--- config.mk ---
export PLATFORM = sky130hd
export DESIGN_NAME = alu_issue_stage_flat
export DESIGN_NICKNAME = d
export VERILOG_FILES = /design/src/rtl/alu_issue_stage_if.sv /design/src/rtl/alu_issue_stage.sv /design/src/flat_wrapper.sv
export SDC_FILE = /design/constraint.sdc
export NUM_CORES = 1
export LEC_CHECK = 0
export ABC_CLOCK_PERIOD_IN_PS = 2050
export CAP_MARGIN = 20
export CORE_MARGIN = 2
export CORE_UTILIZATION = 49
export CTS_BUF_LIST = sky130_fd_sc_hd__clkbuf_8
export DETAILED_ROUTE_END_ITERATION = 10
export PLACE_DENSITY = 0.95
export SYNTH_ARGS = -nofsm -noshare
export SYNTH_HDL_FRONTEND = slang
export SYNTH_SLANG_ARGS = --single-unit
--- constraint.sdc ---
create_clock -name clk -period 2.05 [get_ports clk]
set_input_delay 0.3075 -clock clk [delete_from_list [all_inputs] [get_ports clk]]
set_output_delay 0.3075 -clock clk [all_outputs]
set_load 0.05 [all_outputs]
--- src/rtl/alu_issue_stage_if.sv ---
// Decoder-to-ALU issue bundle: decoded fields and operands in, ALU operands out, plus the
// writeback forwarding port. The stage uses the slave modport; its environment uses master.
interface alu_issue_stage_if #(
    parameter int unsigned XLEN      = 32,
    parameter int unsigned REG_IDX_W = 5
);
    logic                 in_valid;
    logic                 in_ready;
    logic [1:0]           op_type;
    logic [2:0]           funct3;
    logic                 funct7_b5;
    logic                 use_pc;
    logic [REG_IDX_W-1:0] rs1_idx;
    logic [REG_IDX_W-1:0] rs2_idx;
    logic [XLEN-1:0]      rs1_val;
    logic [XLEN-1:0]      rs2_val;
    logic [XLEN-1:0]      imm;
    logic [XLEN-1:0]      pc;
    logic [REG_IDX_W-1:0] rd_idx;
    logic                 fwd_valid;
    logic [REG_IDX_W-1:0] fwd_rd;
    logic [XLEN-1:0]      fwd_data;
    logic                 out_valid;
    logic                 out_ready;
    logic [XLEN-1:0]      alu_in1;
    logic [XLEN-1:0]      alu_in2;
    logic [3:0]           alu_control;
    logic [REG_IDX_W-1:0] out_rd;
    logic                 out_is_branch;
    logic [2:0]           out_funct3;

    modport master (
        output in_valid, op_type, funct3, funct7_b5, use_pc, rs1_idx, rs2_idx, rs1_val, rs2_val,
               imm, pc, rd_idx, fwd_valid, fwd_rd, fwd_data, out_ready,
        input  in_ready, out_valid, alu_in1, alu_in2, alu_control, out_rd, out_is_branch,
               out_funct3
    );

    modport slave (
        input  in_valid, op_type, funct3, funct7_b5, use_pc, rs1_idx, rs2_idx, rs1_val, rs2_val,
               imm, pc, rd_idx, fwd_valid, fwd_rd, fwd_data, out_ready,
        output in_ready, out_valid, alu_in1, alu_in2, alu_control, out_rd, out_is_branch,
               out_funct3
    );
endinterface

--- src/rtl/alu_issue_stage.sv ---
// ALU issue register with a 2-entry (OUT + SKID) buffer, operand select and ALU control build.
// Optional writeback forwarding into captured and held entries: ALU_ISSUE_FORWARD_EN.
module alu_issue_stage #(
    parameter int unsigned XLEN      = 32,
    parameter int unsigned REG_IDX_W = 5
) (
    input logic              clk,
    input logic              reset,
    input logic              flush,
    alu_issue_stage_if.slave bus
);
    localparam logic [1:0] OpR    = 2'd0;
    localparam logic [1:0] OpI    = 2'd1;
    localparam logic [1:0] OpBr   = 2'd2;
    localparam logic [1:0] OpAddr = 2'd3;

    typedef struct packed {
        logic [XLEN-1:0]      in1;
        logic [XLEN-1:0]      in2;
        logic [3:0]           ctrl;
        logic [REG_IDX_W-1:0] rd;
        logic                 is_branch;
        logic [2:0]           funct3;
`ifdef ALU_ISSUE_FORWARD_EN
        logic [REG_IDX_W-1:0] rs1_idx;
        logic [REG_IDX_W-1:0] rs2_idx;
        logic                 use_rs1;
        logic                 use_rs2;
`endif
    } entry_t;

    entry_t out_q, out_d, skid_q, skid_d;
    logic   out_valid_q, out_valid_d, skid_valid_q, skid_valid_d;
    entry_t in_entry, in_fwd, out_fwd, skid_fwd;
    logic   [3:0] ctrl;
    logic   sel_pc, sel_rs2, accept, out_fire;

    assign sel_pc  = (bus.op_type == OpAddr) && bus.use_pc;
    assign sel_rs2 = (bus.op_type == OpR) || (bus.op_type == OpBr);

    always_comb begin
        ctrl = 4'b0000;
        unique case (bus.op_type)
            OpR:    ctrl = {bus.funct7_b5, bus.funct3};
            OpI:    ctrl = (bus.funct3 == 3'b101) ? {bus.funct7_b5, 3'b101} : {1'b0, bus.funct3};
            OpBr: begin
                // beq/bne compare via sub; blt/bge via slt; bltu/bgeu via sltu
                case (bus.funct3[2:1])
                    2'b00:   ctrl = 4'b1000;
                    2'b10:   ctrl = 4'b0010;
                    2'b11:   ctrl = 4'b0011;
                    default: ctrl = 4'b0000;
                endcase
            end
            OpAddr: ctrl = 4'b0000;
            default: ctrl = 4'b0000;
        endcase
    end

    always_comb begin
        in_entry           = '0;
        in_entry.in1       = sel_pc ? bus.pc : bus.rs1_val;
        in_entry.in2       = sel_rs2 ? bus.rs2_val : bus.imm;
        in_entry.ctrl      = ctrl;
        in_entry.rd        = bus.rd_idx;
        in_entry.is_branch = (bus.op_type == OpBr);
        in_entry.funct3    = bus.funct3;
`ifdef ALU_ISSUE_FORWARD_EN
        in_entry.rs1_idx   = bus.rs1_idx;
        in_entry.rs2_idx   = bus.rs2_idx;
        in_entry.use_rs1   = !sel_pc;
        in_entry.use_rs2   = sel_rs2;
`endif
    end

`ifdef ALU_ISSUE_FORWARD_EN
    function automatic entry_t apply_fwd(entry_t e, logic v, logic [REG_IDX_W-1:0] rd,
                                         logic [XLEN-1:0] data);
        entry_t r;
        r = e;
        if (v && (rd != '0)) begin
            if (e.use_rs1 && (e.rs1_idx == rd)) r.in1 = data;
            if (e.use_rs2 && (e.rs2_idx == rd)) r.in2 = data;
        end
        return r;
    endfunction

    // Held entries keep snooping writeback so a stalled operand never goes stale.
    assign in_fwd   = apply_fwd(in_entry, bus.fwd_valid, bus.fwd_rd, bus.fwd_data);
    assign out_fwd  = apply_fwd(out_q, bus.fwd_valid, bus.fwd_rd, bus.fwd_data);
    assign skid_fwd = apply_fwd(skid_q, bus.fwd_valid, bus.fwd_rd, bus.fwd_data);
`else
    assign in_fwd   = in_entry;
    assign out_fwd  = out_q;
    assign skid_fwd = skid_q;

    logic unused_fwd;
    assign unused_fwd = ^{bus.fwd_valid, bus.fwd_rd, bus.fwd_data, bus.rs1_idx, bus.rs2_idx};
`endif

    assign accept   = bus.in_valid && !skid_valid_q;
    assign out_fire = out_valid_q && bus.out_ready;

    always_comb begin
        out_d        = out_fwd;
        skid_d       = skid_fwd;
        out_valid_d  = out_valid_q;
        skid_valid_d = skid_valid_q;
        if (!out_valid_q || out_fire) begin
            if (skid_valid_q) begin
                out_d        = skid_fwd;
                out_valid_d  = 1'b1;
                skid_valid_d = 1'b0;
            end else if (accept) begin
                out_d       = in_fwd;
                out_valid_d = 1'b1;
            end else begin
                out_valid_d = 1'b0;
            end
        end else if (accept) begin
            skid_d       = in_fwd;
            skid_valid_d = 1'b1;
        end
        if (flush) begin
            out_valid_d  = 1'b0;
            skid_valid_d = 1'b0;
        end
    end

    always_ff @(posedge clk) begin
        if (reset) begin
            out_q        <= '0;
            skid_q       <= '0;
            out_valid_q  <= 1'b0;
            skid_valid_q <= 1'b0;
        end else begin
            out_q        <= out_d;
            skid_q       <= skid_d;
            out_valid_q  <= out_valid_d;
            skid_valid_q <= skid_valid_d;
        end
    end

    assign bus.in_ready      = !skid_valid_q;
    assign bus.out_valid     = out_valid_q;
    assign bus.alu_in1       = out_q.in1;
    assign bus.alu_in2       = out_q.in2;
    assign bus.alu_control   = out_q.ctrl;
    assign bus.out_rd        = out_q.rd;
    assign bus.out_is_branch = out_q.is_branch;
    assign bus.out_funct3    = out_q.funct3;
endmodule
--- src/flat_wrapper.sv ---
// flat-port wrapper written by rule: the top's interface ports become plain ports
module alu_issue_stage_flat 
#(
    parameter int unsigned XLEN      = 32,
    parameter int unsigned REG_IDX_W = 5
)
  (clk, reset, flush, bus_in_valid, bus_op_type, bus_funct3, bus_funct7_b5, bus_use_pc, bus_rs1_idx, bus_rs2_idx, bus_rs1_val, bus_rs2_val, bus_imm, bus_pc, bus_rd_idx, bus_fwd_valid, bus_fwd_rd, bus_fwd_data, bus_out_ready, bus_in_ready, bus_out_valid, bus_alu_in1, bus_alu_in2, bus_alu_control, bus_out_rd, bus_out_is_branch, bus_out_funct3);
  alu_issue_stage_if #(.XLEN(XLEN), .REG_IDX_W(REG_IDX_W)) bus_i ();
  input logic clk;
  input logic reset;
  input logic flush;
  input wire logic [$bits(bus_i.in_valid)-1:0] bus_in_valid;
  input wire logic [$bits(bus_i.op_type)-1:0] bus_op_type;
  input wire logic [$bits(bus_i.funct3)-1:0] bus_funct3;
  input wire logic [$bits(bus_i.funct7_b5)-1:0] bus_funct7_b5;
  input wire logic [$bits(bus_i.use_pc)-1:0] bus_use_pc;
  input wire logic [$bits(bus_i.rs1_idx)-1:0] bus_rs1_idx;
  input wire logic [$bits(bus_i.rs2_idx)-1:0] bus_rs2_idx;
  input wire logic [$bits(bus_i.rs1_val)-1:0] bus_rs1_val;
  input wire logic [$bits(bus_i.rs2_val)-1:0] bus_rs2_val;
  input wire logic [$bits(bus_i.imm)-1:0] bus_imm;
  input wire logic [$bits(bus_i.pc)-1:0] bus_pc;
  input wire logic [$bits(bus_i.rd_idx)-1:0] bus_rd_idx;
  input wire logic [$bits(bus_i.fwd_valid)-1:0] bus_fwd_valid;
  input wire logic [$bits(bus_i.fwd_rd)-1:0] bus_fwd_rd;
  input wire logic [$bits(bus_i.fwd_data)-1:0] bus_fwd_data;
  input wire logic [$bits(bus_i.out_ready)-1:0] bus_out_ready;
  output wire logic [$bits(bus_i.in_ready)-1:0] bus_in_ready;
  output wire logic [$bits(bus_i.out_valid)-1:0] bus_out_valid;
  output wire logic [$bits(bus_i.alu_in1)-1:0] bus_alu_in1;
  output wire logic [$bits(bus_i.alu_in2)-1:0] bus_alu_in2;
  output wire logic [$bits(bus_i.alu_control)-1:0] bus_alu_control;
  output wire logic [$bits(bus_i.out_rd)-1:0] bus_out_rd;
  output wire logic [$bits(bus_i.out_is_branch)-1:0] bus_out_is_branch;
  output wire logic [$bits(bus_i.out_funct3)-1:0] bus_out_funct3;
  assign bus_i.in_valid = bus_in_valid;
  assign bus_i.op_type = bus_op_type;
  assign bus_i.funct3 = bus_funct3;
  assign bus_i.funct7_b5 = bus_funct7_b5;
  assign bus_i.use_pc = bus_use_pc;
  assign bus_i.rs1_idx = bus_rs1_idx;
  assign bus_i.rs2_idx = bus_rs2_idx;
  assign bus_i.rs1_val = bus_rs1_val;
  assign bus_i.rs2_val = bus_rs2_val;
  assign bus_i.imm = bus_imm;
  assign bus_i.pc = bus_pc;
  assign bus_i.rd_idx = bus_rd_idx;
  assign bus_i.fwd_valid = bus_fwd_valid;
  assign bus_i.fwd_rd = bus_fwd_rd;
  assign bus_i.fwd_data = bus_fwd_data;
  assign bus_i.out_ready = bus_out_ready;
  assign bus_in_ready = bus_i.in_ready;
  assign bus_out_valid = bus_i.out_valid;
  assign bus_alu_in1 = bus_i.alu_in1;
  assign bus_alu_in2 = bus_i.alu_in2;
  assign bus_alu_control = bus_i.alu_control;
  assign bus_out_rd = bus_i.out_rd;
  assign bus_out_is_branch = bus_i.out_is_branch;
  assign bus_out_funct3 = bus_i.out_funct3;
  alu_issue_stage #(.XLEN(XLEN), .REG_IDX_W(REG_IDX_W)) u_core (.clk(clk), .reset(reset), .flush(flush), .bus(bus_i));
endmodule
Yosys cells after proc, flatten, opt, wreduce, memory -nomap -nowiden
Index checks and enable logic that the tools add are counted.
{ "word_totals": {"ff_bits": 156, "latchBits": 0, "ramBits": 0, "mem_bits_ro": 0, "inputBits": 193, "out_inout_bits": 79, "elab_cells": 44, "mem_count": 0} }
{ "op_classes": {"add_sub_neg": 0, "multipliers": 0, "div": 0, "n_lt_le_gt_ge": 0, "eq_ne": 6, "shifts": 0, "n_mux": 9, "bitwise_logic": 1, "reduce_logical": 14} }
{ "ops": {"columns": ["cell", "n"], "rows": [
  ["$mux 77", 2],
  ["$mux 32", 2],
  ["$pmux 4 s4", 1],
  ["$pmux 4 s3", 1],
  ["$eq 2x2->1 const B", 4],
  ["$logic_not 2->1", 2],
  ["$mux 4", 1],
  ["$reduce_and 2->1", 2],
  ["$eq 3x3->1 const B", 1],
  ["$logic_and 1x1->1", 3],
  ["$reduce_or 3->1", 1],
  ["$eq 2x1->1 const B", 1],
  ["$logic_not 1->1", 2],
  ["$logic_or 1x1->1", 2],
  ["$mux 1", 2],
  ["$reduce_bool 2->1", 1],
  ["$reduce_or 2->1", 1],
  ["$not 1->1", 1]
]} }

Longest topological paths before layout
Gate-level depths: netlist of the first run.
{ "depth": {"ltp_word": 5, "mapped_depth": 6, "depth_no_buf": 3} }

Least setup slack after synthesis of the first run
OpenSTA, ideal clock, no wires.
{ "synth_path": {"path_type": "flip-flop to flip-flop", "start": "reg u_core.skid_valid_q", "end": "reg u_core.out_q, in the netlist u_core.bus.alu_control[3]", "setup_time_ns": 0.083, "t_arrival_ns": 1.485, "required_time_ns": 1.967, "path_slack_ns": 0.482, "path_stages_with_launch": 6, "path_buffers": 2, "synth_period_minus_slack_ns": 1.568, "path_cell_list": "dfxtp_1 > buf_6 > clkinv_1 > clkbuf_1 > nand4_1 > o221ai_1"} }
{ "synth_between": {"elab_chain_len": 4, "elab_cells_between_ends": 5, "cone_classes": "mux: 1; reduce/logical: 4"} }
{ "synth_lines": {"columns": ["item", "line", "source"], "rows": [
  ["start, declared", "alu_issue_stage.sv:33", "logic out_valid_q, out_valid_d, skid_valid_q, skid_valid_d;"],
  ["start signal, assigned", "alu_issue_stage.sv:140", "skid_valid_q <= skid_valid_d;"],
  ["$logic_not 1->1", null, null],
  ["named net bus_in_ready", "flat_wrapper.sv:28", "output wire logic [$bits(bus_i.in_ready)-1:0] bus_in_ready;"],
  ["$logic_and 1x1->1", "alu_issue_stage.sv:101", "assign accept = bus.in_valid && !skid_valid_q;"],
  ["$reduce_bool 2->1 (no source line)", null, null],
  ["$reduce_and 2->1 (no source line)", null, null],
  ["end signal, assigned", "alu_issue_stage.sv:137", "out_q <= out_d;"],
  ["end, declared", "alu_issue_stage.sv:32", "entry_t out_q, out_d, skid_q, skid_d;"]
]} }
The timed path passes the listed nets, and every way through them passes these cells.
A chain may end at the register's enable or synchronous reset.

Worst setup path in the final report of the first run
{ "layout_path": {"start": "reg u_core.out_q, in the netlist u_core.bus.alu_in1[0]", "end": "out bus_alu_in1[0]"} }
{ "layout_lines": {"columns": ["item", "line", "source"], "rows": [
  ["end, declared", "flat_wrapper.sv:30", "output wire logic [$bits(bus_i.alu_in1)-1:0] bus_alu_in1;"]
]} }
No word-level cell between the ends.

==> results.md, run 1 <==
- The flow ran to the end, and the final reports show no timing, DRC or antenna violations.
- The number of max-capacitance violations reported is 0.
- The worst endpoint data arrival time is 1.68 ns.
- The die boundary width is 125 um.
- Counting flops with a built-in enable in the synthesized netlist gives 0.
- Across the VDD grid, the largest voltage drop is 354 uV.
- Dividing the synthesized area by the synthesized cell count gives 8.99 um2.
- The clock period could shrink to 1.99 ns.
- The setup-violating endpoint count in the final report is 0.
- For this run, the register share of the synthesized area comes to 0.435.
- The die covers 15600 um2.
- The proportion of synthesized flip-flops having asynchronous set or reset is 0.
- For this design, the CTS-stage hold fixing added 0 buffers.
- The number of antenna diodes in the final layout is 0.
- The worst setup path startpoint is u_core.bus.alu_in1[0].
- Before antenna repair, the detailed router went through 4 iterations.
- The largest fanout of any net on the critical path is 2.
- The net count after synthesis is 991.
- The first-pass GRT wire length is 34.2 mm.
- The clock passes through at most 2 buffers.
- After synthesis the netlist holds a flip-flop and latch count of 156.
- The instance area after placement is 9560 um2.
- The count of unique library cells instantiated by Yosys is 38.
- Pin placement for this block handled 272 I/O pins.
- The clock drives 156 sinks.
- The number of global-route vias before repair came to 6834.
- The CTS tree is yes.
- For the final routed database, the setup TNS stands at 0 ns.
- At the end of routability-driven placement, the weighted congestion stood at 0.825.
- Once layout is done, the placed cells without fillers occupy 9940 um2.
- Entering global routing, the biggest net connects 78 pins.
- The actual transition at the worst max-transition pin is 0.552 ns.
- The Yosys step of the flow raised 0 warnings.
- The worst setup slack before clock tree synthesis is 0.0756 ns.
- The highest clock frequency the design can meet is 0.502 GHz.
- The dominant delay contributor by cell family on the critical path is buffers and inverters.
- Traced cell by cell, the critical path runs through clkdlybuf4s50_1.
- The clock network latency to the later pin of the worst-skew pair is 0.44 ns.
- The number of port buffers is 223.
- The final max-slew violation count is 0.
- The power density of the placed cells is 702 nW/um2.
- In this run the remaining antenna-violating nets after routing total 0.
- For this design, the slowest cell found on the critical path is sky130_fd_sc_hd__clkdlybuf4s50_1.
- In this run, CTS created clock tree buffers numbering 17.
- The via-per-instance ratio is 6.04.
- Setup repair after global routing left no endpoint under its margin.
- The number of DRC violations after detailed-routing iteration 0 is 624.
- The top flip-flop cell by instance count after synthesis is sky130_fd_sc_hd__dfxtp_1.
- The die is 125 um tall.
- The launch point of the worst reg-to-reg path is u_core.bus.out_valid.
- At the end of the flow, the number of nets in the layout was 1169.
- The total count of hold-check failures in the final report is 0.
- The clock arrives with 0.0145 ns of skew.
- From synthesis to final layout, the design area changed by 38.5%.
- The leakage power total is 3.49 nW.
- The initial standard-cell utilization of the core is 0.497.
- The setup path with the least slack is of type reg -> out.
- Counting both buffers and inverters, the worst setup path holds a total of 1.
- The number of gates resized after CTS is 0.
- The number of antenna violations at the first check in global routing came to 0.
- The clock-pin slew reported for the worst setup and hold paths after clock tree synthesis is 0.09 ns.
- The tree is rooted in a sky130_fd_sc_hd__clkbuf_8.
- The number of vias after detailed routing is 7078.
- Across all setup checks in the final design, the least slack found is 0.0582 ns.
- Counting every instance in the synthesized netlist gives 798.
- Data on the critical path is required at its endpoint by 1.74 ns.
- After detailed routing, the average wire length per cell comes to 18.0 um.
- The share of cells above drive strength 1 is 0.0709.
- The relative max-transition margin is 0.631.
- In the finished design, the share of the clock period the worst path needs comes to 0.972.
- The core region is 14400 um2.
- The startpoint type of the worst setup path is a register.
- The number of rows created at floorplan is 44.
- Post-CTS timing repair inserted 0 buffers for setup.
- The delay of the slowest critical-path stage is 0.84 ns.
- After legalization and detailed placement, the total HPWL measured 14.1 mm.
- In this run the most critical hold path is launched from reset.
- The H-tree was split into 4 levels.
- After detailed routing, the total wire length is 21.1 mm.
- The total track usage is 0.265.
- The remaining global-route overflow is 0.
- The min-delay analysis places its worst path in the category in -> reg.
- The remaining routing DRC violations is 0.
- The synthesized netlist occupies a cell area of 7180 um2.
- STA classifies the critical path endpoint as an output port.
==> layout by cell type, fill, tap and decap left out, drive strengths merged, types with 2 or more instances in the layout <==
cell type / count
nand2: 51
nand3: 2
nor3: 2
a22o: 32
a311oi: 2
nor3b: 3
nand2b: 4
clkinvlp: 2
nor2b: 3
mux2i: 40
clkinv: 9
a32o: 2
bufinv: 2
buf: 32
o32ai: 32
clkbuf: 18
clkdlybuf4s50: 219
dfxtp: 156
o2111ai: 32
inv: 35
and4: 32
a21oi: 24
nand4: 2
o21ai: 65
nand3b: 3
a211oi: 108
nor2: 68
==> power breakdown <==
| part | switching [mW] | internal [mW] | leakage [nW] | total (mW) |
|---|---|---|---|---|
| Combinational | 0.843 | 0.656 | 2.02 | 1.50 |
| Sequential | 0.0810 | 3.17 | 1.28 | 3.25 |
| Clock | 1.13 | 1.09 | 0.197 | 2.22 |
| Total | 2.05 | 4.92 | 3.49 | 6.97 |
==> worst paths after layout <==
path,slack [ns],depth (start not counted),to
max,0.06,1,bus_alu_in1[0]
min,0.26,2,u_core.skid_fwd[2]
max reg2reg,0.53,4,u_core.skid_fwd[28]
min reg2reg,0.46,2,u_core.skid_fwd[6]
==> flip-flops by register name (all words and copies together), names as in the netlist <==
name,count
u_core.bus.out_funct3,3
u_core.bus.out_is_branch,1
u_core.bus.out_rd,5
u_core.bus.alu_in2,32
u_core.bus.alu_control,4
u_core.skid_valid_q,1
u_core.bus.alu_in1,32
u_core.bus.out_valid,1
u_core.skid_fwd,77
==> metal layers <==
layer,share of wire,global-route usage
met5,0,0
met4,0.033,0.120
met3,0.072,0.0715
met2,0.49,0.446
met1,0.41,0.317
==> stage by stage <==
step,util,hold WS (ns),power [mW],instances
after floorplan,-,0.386,4.15,798
after global placement,0.663,0.443,4.78,1141
after detailed placement,0.663,0.448,4.81,1141
after CTS,0.689,0.226,7.00,1172
after global routing,0.689,0.262,7.25,1172
final,0.689,0.260,6.97,1172
==> layout make-up <==
type	instances	area [um2]
inverters	35	131
fillers	1070	4490
repair buffers	251	2570
flip-flops and latches	156	3130
clock buffers	18	248
well taps	184	230
clock inverters	13	129
multi-input cells	515	3500
==> synth_stat cells (all sizes together) (2+ instances only) <==
cell type / count / area, um2
o2111ai: 32 / 280
dfxtp: 156 / 3120
mux2i: 40 / 400
a22o: 32 / 280
inv: 34 / 128
and4: 32 / 280
o21ai: 65 / 325
nor2b: 3 / 18.8
o32ai: 32 / 280
nand4: 2 / 12.5
buf: 41 / 251
a211oi: 108 / 811
nor3b: 3 / 22.5
nand3b: 3 / 22.5
nand2b: 4 / 25.0
nand2: 51 / 191
nor2: 68 / 255
a32o: 2 / 20.0
nor3: 2 / 15.0
a311oi: 2 / 17.5
nand3: 2 / 15.0
clkbuf: 51 / 191
a21oi: 24 / 131
==> cell families (layout without fill, tap and decap cells) <==
group                  after synthesis  count (layout)  share of synthesized area
AO/OA/AOI/OAI                      299             299                      0.302
buffers and inverters              127             317                     0.0800
flip-flops                         156             156                      0.435
AND/OR/NAND/NOR                    176             176                      0.127
multiplexers                        40              40                     0.0558
No activity file was read; power rests on OpenSTA's default activity.
==> inputs of run 2 (changes only) <==
--- a/config.mk
+++ b/config.mk
@@ -12,2 +12,3 @@
 export CTS_BUF_LIST = sky130_fd_sc_hd__clkbuf_8
+export CTS_CLUSTER_SIZE = 40
 export DETAILED_ROUTE_END_ITERATION = 10
--- a/constraint.sdc
+++ b/constraint.sdc
@@ -3,2 +3,2 @@
 set_output_delay 0.3075 -clock clk [all_outputs]
-set_load 0.05 [all_outputs]
+set_load 0.02 [all_outputs]
==> run 2 against run 1 <==
Via count rose by 0.88%; routed wire length rose by 0.56%; register-to-register slack got worse by 0.06 ns; global-route usage fell by 0.30 points; clock-buffer cell count up 3; maximum frequency increased by 2.0%; final cell count grew 0.17%; sequential share of layout area rose by 0.056 points; flip-flop and latch count unchanged; first-iteration DRC count shrank 9.5%; worst hold slack improved by 0.18 ns; largest power group unchanged.
==> results.md, run 2 (same netlist as run 1, synthesis figures left out) <==
- The via-per-instance ratio was 6.08 (+0.70%).
- The data required time of the critical path is 1.74 ns (about the same).
- The slack of the worst reg-to-reg path is 0.47 ns (-0.06 ns).
- The clock-pin slew reported for the worst setup and hold paths after clock tree synthesis is 0.09 ns (about the same).
- The clock buffer count from CTS is 17 (unchanged).
- The number of port buffers came to 223 (unchanged).
- Setup repair after global routing left no endpoint under its margin.
- The total negative setup slack is 0 ns (unchanged).
- The proportion of power drawn by combinational gates was 0.191 (-0.024).
- The routed wire length is 21.2 mm (+0.56%).
- The final hold slack was 0.435 ns (+0.175 ns).
- The total track usage came to 0.262 (-0.00295).
- The largest buffer count on any clock path is 2 (unchanged).
- The synthesis-to-finish area growth is 38.2%.
- STA classifies the critical path endpoint as an output port.
- The startpoint identified for the worst register-to-register timing path is u_core.skid_valid_q.
- The total power after layout is 6.59 mW (-5.4%).
- The worst hold path cell count is 3 (+1).
- The startpoint type of the worst setup path is a register.
- The die boundary width is 125 um (unchanged).
- The final max-slew violation count was 0 (unchanged).
- The clock network latency to the later pin of the worst-skew pair is 0.45 ns (about the same).
- In this run the worst hold path is classified as in -> reg.
- The number of flip-flops in the largest register is 77 (unchanged).
- The core box area is 14400 um2 (unchanged).
- The maximum number of pins on one net before global-route repair is 91 (+17%).
- The number of rows created at floorplan is 44 (unchanged).
- The number of gates resized after CTS was 0 (unchanged).
- The count of pins on the block boundary is 272 (unchanged).
- The worst setup slack before clock tree synthesis is 0.110 ns (+0.0342 ns).
- The cell internal power dissipation was 4.78 mW (-2.8%).
- The HPWL reported at the end of detailed placement is 13.8 mm (-2.1%).
- The number of max-capacitance violations reported is 0 (unchanged).
- The placed cell count is 1142 (+0.088%).
- The number of setup buffers added after CTS was 0 (unchanged).
- The proportion of power drawn by flip-flops and latches is 0.493 (+0.027).
- The actual transition at the worst max-transition pin is 0.522 ns (-0.0300 ns).
- The total count of hold-check failures in the final report came to 0 (unchanged).
- The H-tree depth reported by CTS is 4 (unchanged).
- The clock tree root buffer cell is sky130_fd_sc_hd__clkbuf_8.
- The first-pass GRT wire length came to 33.9 mm (-0.95%).
- The worst setup skew after layout is 0.0104 ns (-0.00410 ns).
- The quantity of hold-fixing buffers added after cts is 0 (unchanged).
- The wire length per cell after detailed routing was 18.0 um (+0.38%).
- The power density of the placed cells is 665 nW/um2 (-5.2%).
- The number of vias after detailed routing is 7140 (+0.88%).
- The number of cells in the finished layout apart from fillers is 1174 (+0.17%).
- The proportion of power drawn by the clock network came to 0.316 (-0.003).
- The switching power summed over all nets was 1.81 mW (-12%).
- The hold-critical path endpoint is u_core.skid_fwd[8].
- The relative max-transition margin is 0.652 (+0.0212).
- The initial standard-cell utilization of the core is 0.497 (unchanged).
- The largest fanout of any net on the critical path is 18 (+16).
- The worst setup margin is 0.0980 ns (+0.0398 ns).
- The number of global-route vias before repair came to 6826 (-0.12%).
- The number of antenna violations at the first check in global routing is 1 (+1).
- The highest clock frequency the design can meet is 0.512 GHz (+2.0%).
- The worst endpoint data arrival time is 1.64 ns (-0.04 ns).
- The logic depth of the worst register-to-register path is 4 (unchanged).
- The largest voltage drop on the vdd net is 443 uV (+25%).
- The remaining number of nets flagged by the antenna check after routing is 0 (unchanged).
- The number of nets at the end of the flow is 1170 (+0.086%).
- The setup-violating endpoint count in the final report is 0 (unchanged).
- The most common cell after layout, fill and taps aside is sky130_fd_sc_hd__clkdlybuf4s50_1.
- The number of clock sinks is 156 (unchanged).
- TritonCTS built the clock tree.
- The clock period minus final worst setup slack is 1.95 ns (-0.0398 ns).
- The worst setup path startpoint is u_core.skid_valid_q.
- The remaining routing DRC violations was 0 (unchanged).
- The worst hold path begins at bus_rd_idx[4].
- The run finished with clean final reports.
- The library cells used most frequently in the layout, excluding fill and tap cells, are sky130_fd_sc_hd__clkdlybuf4s50_1, sky130_fd_sc_hd__dfxtp_1, sky130_fd_sc_hd__a211oi_1.
- The net switching fraction of the power was 0.275 (-0.0196).
- The startpoint-to-endpoint class of the critical path is reg -> out.
- The remaining global-route overflow was 0 (unchanged).
- The detailed-routing iteration count for the pre-antenna-repair pass is 5 (+1).
- The leakage power total is 3.48 nW (-0.50%).
- The number of DRC violations after detailed-routing iteration 0 is 565 (-9.5%).
- The die boundary height came to 125 um (unchanged).
- In this run the critical register-to-register path is captured at u_core.skid_fwd[40].
- The final critical-path share of the clock period is 0.952 (-0.0194).
- The die footprint came to 15600 um2 (unchanged).
- The share of cells above drive strength 1 is 0.0708 (-0.0000716).
- The final RePlAce weighted congestion is 0.837 (+1.5%).
run 2: changes by cell type in the layout (fill, tap and decap cells not counted), sizes merged, moves of 2 or more:
cell | before | now
bufinv | 2 | 0
clkbuf | 18 | 21
clkdlybuf4s50 | 219 | 221
clkinv | 9 | 6
clkinvlp | 2 | 4
run 2: through the flow:
step,utilization,area (um2)
after floorplan,-,7180
after CTS,0.687,9920
final,0.688,9920
after global placement,0.663,9560
after detailed placement,0.663,9560
after global routing,0.687,9920
run 2: final cells by class:
type / count / area, um2
repair buffers: 252 / 2570
clock buffers: 21 / 289
flip-flops and latches: 156 / 3130
well taps: 184 / 230
diodes: 1 / 2.50
fillers: 1084 / 4510
clock inverters: 10 / 67.6
inverters: 35 / 131
multi-input cells: 515 / 3500
run 2: routing by layer:
layer | GRT usage | wire length [um] | share of wire
met1 | 0.315 | 8500 | 0.40
met2 | 0.431 | 10100 | 0.48
met3 | 0.0732 | 1790 | 0.085
met4 | 0.129 | 766 | 0.036
met5 | 0 | 12 | 0.00057
run 2: how the worst max path moves through the flow:
stage	slack [ns]	cells past startpoint	end
CTS	0.08	2	bus_in_ready
global placement	0.18	5	u_core.skid_fwd[41]
finish	0.1	2	bus_in_ready
detailed placement	0.11	5	u_core.skid_fwd[16]
floorplan	0.67	4	u_core.bus.alu_control[3]
global route	0.02	2	bus_in_ready
run 2: critical path, cell delays in order (launching register included):
cell and delay [ns]:
sky130_fd_sc_hd__dfxtp_4 0.50, sky130_fd_sc_hd__clkinv_1 0.12, sky130_fd_sc_hd__clkdlybuf4s50_1 0.58
run 2: power groups by stage:
stage	clock network, mW	logic (mW)	registers [mW]
3_3_place_gp	0	1.23	3.31
6_report	2.08	1.26	3.25
2_1_floorplan	0	0.467	3.44
3_5_place_dp	0	1.25	3.32
4_1_cts	2.11	1.26	3.25
5_1_grt	2.24	1.34	3.27
==> inputs of run 3 (changes only) <==
CTS_BUF_LIST = sky130_fd_sc_hd__clkbuf_2   (was sky130_fd_sc_hd__clkbuf_8)
==> run 3 against run 2 <==
Combinational power down 6%; critical path depth is 1 lower; total power shrank 12%; die area unchanged; largest cell class unchanged; clock-buffer cell count down 3; maximum frequency up 0.97%; largest power group unchanged; first-iteration DRC count down 6.5%; flip-flop and latch count is the same.
==> results.md, run 3 (same netlist as run 1, synthesis figures left out) <==
- The capturing element type of the critical path is an output port.
- The total count of hold-check failures in the final report was 0 (unchanged).
- The share of cells above drive strength 1 is 0.0687 (-0.00209).
- The power density of the placed cells is 603 nW/um2 (-9.3%).
- The slowest cell on the critical path is sky130_fd_sc_hd__dfxtp_1.
- The remaining global-route overflow came to 0 (unchanged).
- The clock tree root buffer cell is sky130_fd_sc_hd__clkbuf_2.
- The largest fanout of any net on the critical path was 5 (-13).
- The setup-violating endpoint count in the final report came to 0 (unchanged).
- The count of antenna diodes in the layout is 0 (-1).
- The final RePlAce weighted congestion is 0.837 (unchanged).
- The area of all placed cells without fillers is 9640 um2 (-2.8%).
- The largest buffer count on any clock path is 2 (unchanged).
- The clock buffer count from CTS came to 17 (unchanged).
- The final max-slew violation count is 0 (unchanged).
- The die footprint is 15600 um2 (unchanged).
- The detailed-routing iteration count for the pre-antenna-repair pass is 7 (+2).
- The initial standard-cell utilization of the core is 0.497 (unchanged).
- The synthesis-to-finish area growth is 34.4%.
- The remaining number of nets flagged by the antenna check after routing is 0 (unchanged).
- The path class of the tightest hold or removal check is in -> reg.
- The actual transition at the worst max-transition pin is 0.517 ns (-0.00489 ns).
- The number of nets at the end of the flow is 1171 (+0.085%).
- The total negative setup slack came to 0 ns (unchanged).
- The instance area after placement was 9560 um2 (unchanged).
- The clock-pin slew reported for the worst setup and hold paths after clock tree synthesis is 0.23 ns (+0.14 ns).
- The CTS tree is yes.
- The die boundary width came to 125 um (unchanged).
- The wire length per cell after detailed routing was 17.9 um (-0.67%).
- The leakage power total was 3.71 nW (+6.7%).
- The core box area is 14400 um2 (unchanged).
- The worst setup path startpoint is u_core.bus.out_valid.
- The number of flip-flops in the largest register was 77 (unchanged).
- The startpoint-to-endpoint class of the critical path is reg -> out.
- The worst setup skew after layout was 0.0315 ns (+0.0211 ns).
- The number of max-capacitance violations reported is 0 (unchanged).
- The number of antenna violations at the first check in global routing is 1 (unchanged).
- The highest clock frequency the design can meet is 0.517 GHz (+0.97%).
- The relative max-transition margin is 0.655 (+0.00326).
- The clock period minus final worst setup slack came to 1.93 ns (-0.0188 ns).
- The most common cell after layout, fill and taps aside is sky130_fd_sc_hd__dfxtp_1.
- The delay of the slowest critical-path stage is 0.45 ns (-0.13 ns).
- The area of all sequential standard cells came to 3130 um2 (unchanged).
- The quantity of hold-fixing buffers added after cts was 0 (unchanged).
- The flow ran to the end, and the final reports show no timing, DRC or antenna violations.
- The final critical-path share of the clock period came to 0.943 (-0.00916).
- The number of DRC violations after detailed-routing iteration 0 is 528 (-6.5%).
- The worst endpoint data arrival time is 1.63 ns (about the same).
- The signal on the critical path passes through dlygate4sd2_1.
- The number of clock sinks is 156 (unchanged).
- The total track usage is 0.260 (-0.00127).
- The first-pass GRT wire length is 33.6 mm (-0.65%).
- Setup repair after global routing left no endpoint under its margin.
- The multi-input combinational cell area is 3500 um2 (unchanged).
- The count of pins on the block boundary is 272 (unchanged).
- The number of rows created at floorplan is 44 (unchanged).
- The HPWL reported at the end of detailed placement was 13.8 mm (unchanged).
- The via-per-instance ratio was 6.08 (about the same).
- The dominant delay contributor by cell family on the critical path is flip-flops.
- The buffer and inverter count on the worst path was 1 (-1).
- In the layout the commonest cells are sky130_fd_sc_hd__dfxtp_1, sky130_fd_sc_hd__clkdlybuf4s50_1, sky130_fd_sc_hd__a211oi_1.
- The clock network latency to the later pin of the worst-skew pair is 0.74 ns (+0.29 ns).
- The launch point of the worst reg-to-reg path is u_core.skid_valid_q.
- The startpoint identified for the worst hold timing path is reset.
- The startpoint type of the worst setup path is a register.
- The number of vias after detailed routing is 7137 (-0.042%).
- The remaining routing DRC violations is 0 (unchanged).
- The maximum number of pins on one net before global-route repair came to 91 (unchanged).
- The routed wire length is 21.0 mm (-0.67%).
- The die boundary height is 125 um (unchanged).
- The H-tree depth reported by CTS came to 4 (unchanged).
- The data required time of the critical path is 1.74 ns (about the same).
- The number of port buffers is 223 (unchanged).
- The largest voltage drop on the vdd net is 374 uV (-15%).
- The layout filler cell count came to 1169 (+7.8%).
- The number of global-route vias before repair is 6806 (-0.29%).
[run 3: cell types whose count changed in the layout (fill, tap and decap cells not counted)]
cell,before,now
sky130_fd_sc_hd__dlygate4sd2_1,0,78
sky130_fd_sc_hd__dlymetal6s2s_1,0,1
sky130_fd_sc_hd__clkbuf_8,21,0
sky130_fd_sc_hd__diode_2,1,0
sky130_fd_sc_hd__inv_1,34,33
sky130_fd_sc_hd__clkinv_1,2,6
sky130_fd_sc_hd__buf_4,20,21
sky130_fd_sc_hd__clkbuf_2,0,18
sky130_fd_sc_hd__clkdlybuf4s50_1,221,142
[run 3: worst paths after layout]
path	endpoint	slack, ns	depth (start not counted)
hold reg to reg	u_core.skid_fwd[5]	0.47	2
hold / removal	u_core.skid_fwd[2]	0.12	3
setup / recovery	bus_out_valid	0.12	1
setup reg to reg	u_core.skid_fwd[16]	0.34	5
[run 3: routing by layer]
| metal | GRT usage | vias up | wire (um) |
|---|---|---|---|
| li1 | - | 3386 | - |
| met1 | 0.314 | 3333 | 8390 |
| met3 | 0.0762 | 62 | 1850 |
| met5 | 0 | - | 12 |
| met4 | 0.125 | 2 | 755 |
| met2 | 0.428 | 354 | 10000 |
[run 3: worst reg2reg max path, delay by kind of cell (launching register included)]
family | cells | cell delay [ns]
flip-flops | 1 | 0.39
AND/OR/NAND/NOR | 2 | 0.55
AO/OA/AOI/OAI | 1 | 0.26
buffers and inverters | 2 | 0.43
[run 3: cell type report]
type                    count  share of cell area
clock buffers              18             0.00934
multi-input cells         515               0.363
well taps                 184              0.0239
inverters                  35              0.0136
repair buffers            253               0.257
flip-flops and latches    156               0.324
clock inverters            13             0.00818
[run 3: repair_timing]
| action | in CTS | in global routing |
|---|---|---|
| endpoints found under the setup margin | 78 | 1 |
| resized for setup | 78 | 1 |
| buffers inserted | 1 | 0 |
[run 3: report_power, final]
group          internal (mW)  switching (mW)  total [mW]  leakage [nW]
sequential              3.18          0.0742        3.25          1.28
combinational          0.585           0.599        1.18          2.33
clock                  0.294            1.08        1.37         0.102
total                   4.06            1.75        5.81          3.71
[run 3: through the flow]
| step | setup WS (ns) | cells | power, mW | hold WS, ns | utilization |
|---|---|---|---|---|---|
| final | 0.117 | 1174 | 5.81 | 0.122 | 0.668 |
| after global routing | 0.00656 | 1174 | 6.06 | 0.0671 | 0.668 |
| after CTS | 0.0103 | 1174 | 5.83 | 0.0518 | 0.668 |
| after detailed placement | 0.110 | 1142 | 4.57 | 0.446 | 0.663 |
| after global placement | 0.180 | 1142 | 4.54 | 0.442 | 0.663 |
| after floorplan | 0.673 | 798 | 3.91 | 0.386 | - |
